$ cat config.mk
export PLATFORM = sky130hd
export DESIGN_NAME = fifo_sync_fwft
export DESIGN_NICKNAME = d
export VERILOG_FILES = /design/src/rtl/pkg_graybin.sv /design/src/rtl/fifo_sync_ram.sv /design/src/rtl/fifo_sync_fwft.sv
export SDC_FILE = /design/constraint.sdc
export NUM_CORES = 1
export LEC_CHECK = 0
export CORE_MARGIN = 5
export CORE_UTILIZATION = 35
export DETAILED_ROUTE_END_ITERATION = 10
export PLACE_DENSITY_LB_ADDON = 0.12
export SLEW_MARGIN = 10
export SYNTH_ARGS = -nofsm -noshare
export SYNTH_HDL_FRONTEND = slang
export SYNTH_SLANG_ARGS = --single-unit
$ cat constraint.sdc
create_clock -name i_clk -period 6.7 [get_ports i_clk]
set_input_delay 2.01 -clock i_clk [delete_from_list [all_inputs] [get_ports i_clk]]
set_output_delay 2.01 -clock i_clk [all_outputs]
set_load 0.005 [all_outputs]
$ cat src/rtl/pkg_graybin.sv
// Shared definitions for the FIFO family: default geometry, the counter
// width helper and the read-mode selector used by the synchronous FIFO.
package pkg_graybin;

    // Default data width and depth for FIFO instances in this family.
    localparam int DEF_DATASIZE = 8;
    localparam int DEF_DEPTH    = 16;

    // Read-mode selector for fifo_sync_fwft.
    typedef enum logic {
        FIFO_STD  = 1'b0,
        FIFO_FWFT = 1'b1
    } fifo_mode_e;

    // Pointer/count width: address bits plus one wrap bit, so that a
    // count of exactly DEPTH is representable.
    function automatic int cntw(input int depth);
        return $clog2(depth) + 1;
    endfunction

endpackage

$ cat src/rtl/fifo_sync_ram.sv
// Storage array for the synchronous FIFO: one clocked write port and one
// asynchronous read port. Contents are deliberately not reset.
module fifo_sync_ram #(
    parameter int DATASIZE = 8,
    parameter int DEPTH    = 16
) (
    input  logic                      clk,
    input  logic                      wen,
    input  logic [$clog2(DEPTH)-1:0]  waddr,
    input  logic [DATASIZE-1:0]       wdata,
    input  logic [$clog2(DEPTH)-1:0]  raddr,
    output logic [DATASIZE-1:0]       rdata
);

    logic [DATASIZE-1:0] mem [DEPTH];

    // Write port: store the accepted word at the write address.
    always_ff @(posedge clk) begin
        if (wen) begin
            mem[waddr] <= wdata;
        end
    end

    // Asynchronous read of the head entry; FWFT mode presents it directly.
    assign rdata = mem[raddr];

endmodule

$ cat src/rtl/fifo_sync_fwft.sv
// Single-clock FIFO with occupancy count, programmable almost-full/empty
// thresholds, sticky overflow/underflow flags and an optional
// first-word-fall-through read mode. Flags and count are registered and
// derived from the next-state pointers so they always agree with o_count.
module fifo_sync_fwft
    import pkg_graybin::*;
#(
    parameter int         DATASIZE   = DEF_DATASIZE,
    parameter int         DEPTH      = DEF_DEPTH,
    parameter int         AFULL_THR  = DEPTH - 2,
    parameter int         AEMPTY_THR = 2,
    parameter fifo_mode_e FWFT       = FIFO_STD
) (
    input  logic                        i_clk,
    input  logic                        i_rst_n,
    input  logic [DATASIZE-1:0]         i_data,
    input  logic                        i_wren,
    input  logic                        i_rden,
    input  logic                        i_clr_err,
    output logic [DATASIZE-1:0]         o_data,
    output logic                        o_wr_full,
    output logic                        o_rd_empty,
    output logic                        o_afull,
    output logic                        o_aempty,
    output logic [cntw(DEPTH)-1:0]      o_count,
    output logic                        o_overflow,
    output logic                        o_underflow
);

    localparam int AW = $clog2(DEPTH);
    localparam int CW = cntw(DEPTH);

    localparam logic [CW-1:0] DEPTH_C  = CW'(DEPTH);
    localparam logic [CW-1:0] AFULL_C  = CW'(AFULL_THR);
    localparam logic [CW-1:0] AEMPTY_C = CW'(AEMPTY_THR);

    // Elaboration-time parameter checks.
    if ((DEPTH < 4) || ((DEPTH & (DEPTH - 1)) != 0)) begin : g_bad_depth
        $error("fifo_sync_fwft: DEPTH must be a power of two and at least 4");
    end
    if ((AFULL_THR < 1) || (AFULL_THR > DEPTH)) begin : g_bad_afull
        $error("fifo_sync_fwft: AFULL_THR must lie in 1..DEPTH");
    end
    if ((AEMPTY_THR < 0) || (AEMPTY_THR > DEPTH - 1)) begin : g_bad_aempty
        $error("fifo_sync_fwft: AEMPTY_THR must lie in 0..DEPTH-1");
    end

    logic [CW-1:0]       wptr;
    logic [CW-1:0]       rptr;
    logic [CW-1:0]       wptr_nxt;
    logic [CW-1:0]       rptr_nxt;
    logic [CW-1:0]       count_nxt;
    logic                wr_ok;
    logic                rd_ok;
    logic                wr_err;
    logic                rd_err;
    logic [DATASIZE-1:0] rdata;
    logic [DATASIZE-1:0] data_q;

    // Accept decisions from the registered flags, and next-state pointers.
    // A write while full is dropped even if a read frees a slot this cycle;
    // likewise a read while empty is dropped even alongside a write.
    always_comb begin
        wr_ok     = i_wren & ~o_wr_full;
        rd_ok     = i_rden & ~o_rd_empty;
        wr_err    = i_wren & o_wr_full;
        rd_err    = i_rden & o_rd_empty;
        wptr_nxt  = wptr + CW'(wr_ok);
        rptr_nxt  = rptr + CW'(rd_ok);
        // Modulo-2^CW difference; the wrap bit separates full from empty.
        count_nxt = wptr_nxt - rptr_nxt;
    end

    // Pointers, count and status flags, all from the next-state count.
    always_ff @(posedge i_clk or negedge i_rst_n) begin
        if (!i_rst_n) begin
            wptr       <= '0;
            rptr       <= '0;
            o_count    <= '0;
            o_wr_full  <= 1'b0;
            o_rd_empty <= 1'b1;
            o_afull    <= (AFULL_THR == 0);
            o_aempty   <= 1'b1;
        end else begin
            wptr       <= wptr_nxt;
            rptr       <= rptr_nxt;
            o_count    <= count_nxt;
            o_wr_full  <= (count_nxt == DEPTH_C);
            o_rd_empty <= (count_nxt == '0);
            o_afull    <= (count_nxt >= AFULL_C);
            o_aempty   <= (count_nxt <= AEMPTY_C);
        end
    end

    // Sticky error flags; a new error in the clearing cycle takes priority.
    always_ff @(posedge i_clk or negedge i_rst_n) begin
        if (!i_rst_n) begin
            o_overflow  <= 1'b0;
            o_underflow <= 1'b0;
        end else begin
            o_overflow  <= (o_overflow  & ~i_clr_err) | wr_err;
            o_underflow <= (o_underflow & ~i_clr_err) | rd_err;
        end
    end

    // Standard-mode output register: loads the head word on an accepted
    // read and holds otherwise, including on underflow attempts.
    always_ff @(posedge i_clk or negedge i_rst_n) begin
        if (!i_rst_n) begin
            data_q <= '0;
        end else if (rd_ok) begin
            data_q <= rdata;
        end
    end

    // FWFT presents the head entry combinationally; standard mode the register.
    assign o_data = (FWFT == FIFO_FWFT) ? rdata : data_q;

    fifo_sync_ram #(
        .DATASIZE (DATASIZE),
        .DEPTH    (DEPTH)
    ) u_ram (
        .clk   (i_clk),
        .wen   (wr_ok),
        .waddr (wptr[AW-1:0]),
        .wdata (i_data),
        .raddr (rptr[AW-1:0]),
        .rdata (rdata)
    );

endmodule

==> results.cfg <==
[global_routing]
grt_pass1_vias = 3398
grt_antenna_before_repair = 0
grt_pass1_wl_mm = 20.33
gr-total-overflow = 0
grt_max_degree = 65
grt.total_usage_pct = 13.74

[logic_synthesis]
ys_ff_latch = 157
netlist_area_mm2 = 0.006276
seq_area_frac_synth_pct = 72.85
synth_area_per_cell_um2 = 17.58
synthCells = 357
syn_nets = 378
yosysWarnings = 0
synth_cell_types = 42

[hold_path]
hold_class = register to register

[clock_network]
clk_pin_slew_ns = 0.06
numCtsBuffers = 17
postCtsHoldBufs = 0
clock_latency_ns = 0.42
post_cts_buffers = 0
cts-root-buf = clkbuf_16
cts-resized-gates = 0
cts_buffer_depth = 2
cts_htree_levels = 4
cts_num_sinks = 157
cts_tree = done

[placement]
place_area_mm2 = 0.006834
routabilityCongestion = 0.7376
io_buffers = 31
post-dp-hpwl_mm = 8.478

[final_layout]
final_common_cell = edfxtp_1
n_fill_cell = 1622
num_antenna_cells = 0
final_cell_mix = edfxtp_1 (128), clkdlybuf4s50_1 (31), dfrtp_1 (26)
fin_nets = 416
finalInstanceArea_mm2 = 0.007440
area_growth_pct = 18.54
drive_gt1_share_pct = 17.16

[die]
die_h_um = 143.9
io_pins = 32
start_util_pct = 35.30
dieWidth_um = 143.9
core.rowCount = 49
fp.coreArea_mm2 = 0.01778
dieArea_mm2 = 0.02071

[setup_path]
arrival_ns = 4.83
path_class = input pin to register
worstPathMaxFanout = 10
required_ns = 7.03
cp-start-kind = input pin
end_kind = register

[job]
drv_cap = 0

[sta]
timing.hold.ws_ns = 0.4867
rsz0062_at_grt = no
slew-limit-headroom_pct = 33.41
finalCriticalPeriod_ns = 4.492
worst_pin_slew_ns = 0.9952
fin_tns_setup_ns = 0
fin_skew_ns = 0.006798
drv_slew = 0
hold_violations = 0
min_period_over_period_pct = 67.04
setup_violations = 0
timing.fmax_mhz = 222.6

[power]
p_leak_nw = 2.519
p_per_area_mw_per_mm2 = 470.8
peakVddDrop_uv = 350.4

[run_status]
status = finished clean

[routing]
viasPerCell = 5.041
routedWlPerCell_um = 20.76
drt.antenna.violating_nets = 0
drtPass1Iterations = 6
finalWirelength_mm = 13.23
vias = 3211
drtIter0Drc = 199
drcViolationCount = 0
==> registers in the layout, indices dropped and copies added (netlist names) <==
name	count
o_underflow	1
wptr	5
rptr	5
o_count	5
o_rd_empty	1
u_ram.mem	128
o_overflow	1
o_wr_full	1
o_afull	1
o_aempty	1
o_data	8
==> synth_stat cells <==
library cell    n  area (um2)
edfxtp_1      128        3844
dfrtp_1        27       675.7
nor2b_1        18       112.6
mux2i_1        16       160.2
mux4_2         16       360.4
nor2_1         14       52.55
inv_1          10       37.54
a2111oi_0       8       70.07
a211oi_1        8       60.06
a221o_1         8       80.08
a22o_1          8       70.07
ha_1            8       100.1
mux2_2          8       90.09
nor4_1          8       50.05
xnor2_1         8       70.07
nand2_1         6       22.52
buf_1           5       18.77
clkbuf_1        5       18.77
nand2b_1        5       31.28
nand3_1         5       25.02
nor3_1          5       25.02
buf_2           4       20.02
o21ai_0         4       20.02
xor2_1          3       26.28
a21oi_1         2       10.01
buf_6           2       22.52
dfstp_2         2       52.55
nand3b_1        2       15.01
a211oi_2        1       12.51
a31o_1          1       8.760
a31oi_1         1       6.260
and2_1          1       6.260
and3_2          1       7.510
buf_4           1       7.510
nor2_2          1       6.260
nor3_2          1       10.01
nor3b_1         1       7.510
o31a_1          1       8.760
o31ai_2         1       12.51
or3b_2          1       8.760
xnor2_2         1       16.27
xor2_2          1       16.27
==> path summary, 6_finish.rpt <==
kind	startpoint	end	slack, ns	cells after the start
worst min-delay path	wptr[4]$_DFF_PN0_	wptr[4]$_DFF_PN0_	0.49	1
worst max-delay path	i_rden	o_wr_full$_DFF_PN0_	2.21	11
max in group asynchronous	i_rst_n	o_aempty$_DFF_PN1_	4.40	2
worst max register to register	o_rd_empty$_DFF_PN1_	o_wr_full$_DFF_PN0_	3.64	10
worst min register to register	wptr[4]$_DFF_PN0_	wptr[4]$_DFF_PN0_	0.49	1
min in group asynchronous	i_rst_n	o_underflow$_DFF_PN0_	1.98	2
==> metrics by stage <==
stage | utilization, % | std cells | power (mW) | setup WS [ns]
2_1_floorplan | - | 357 | 2.175 | 2.523
3_3_place_gp | 38.44 | 605 | 2.543 | 1.864
3_5_place_dp | 38.44 | 605 | 2.556 | 1.763
4_1_cts | 41.84 | 637 | 3.550 | 2.198
5_1_grt | 41.84 | 637 | 3.700 | 1.975
6_report | 41.84 | 637 | 3.503 | 2.208
==> cell type report <==
| class | count | area [um2] | share of cell area, % |
|---|---|---|---|
| Clock inverter | 13 | 172.7 | 2.321 |
| Inverter | 10 | 37.54 | 0.5045 |
| Clock buffer | 19 | 432.9 | 5.819 |
| Tap cell | 229 | 286.5 | 3.851 |
| Sequential cell | 157 | 4573 | 61.47 |
| Timing Repair Buffer | 36 | 347.8 | 4.675 |
| Multi-Input combinational cell | 173 | 1589 | 21.36 |
==> per-layer routing <==
layer | vias to the layer above | routed length (um) | track usage (%)
met1 | 1656 | 5964 | 17.63
met2 | 54 | 6581 | 22.17
met3 | 21 | 366 | 3.494
li1 | 1480 | - | -
met4 | 0 | 314 | 5.946
met5 | - | 0 | 0
==> report_power, final <==
group / switching [mW] / internal, mW / leakage, nW
combinational: 0.642 / 0.532 / 0.720
clock: 0.365 / 0.618 / 0.296
sequential: 0.114 / 1.23 / 1.50
==> worst max-delay path, cell delays in order <==
cell,delay (ns)
clkdlybuf4s50_1,0.43
nand2b_1,0.36
inv_1,0.12
ha_1,0.22
ha_1,0.34
xnor2_1,0.16
ha_1,0.19
a21oi_1,0.32
o31ai_2,0.14
xnor2_2,0.31
nor3b_1,0.22
==> logic make-up after synthesis <==
logic type                 count (synthesis)  synth area share [%]
adders and majority gates                  8                 1.595
AOI/OAI and AO/OA                         43                 5.722
buffers and inverters                     27                 1.994
DFF                                      157                 72.85
muxes                                     40                 9.729
and+or+nand+nor                           69                 6.061
xor gates and xnor gates                  13                 2.054
Power figures use the tool's default switching activity.
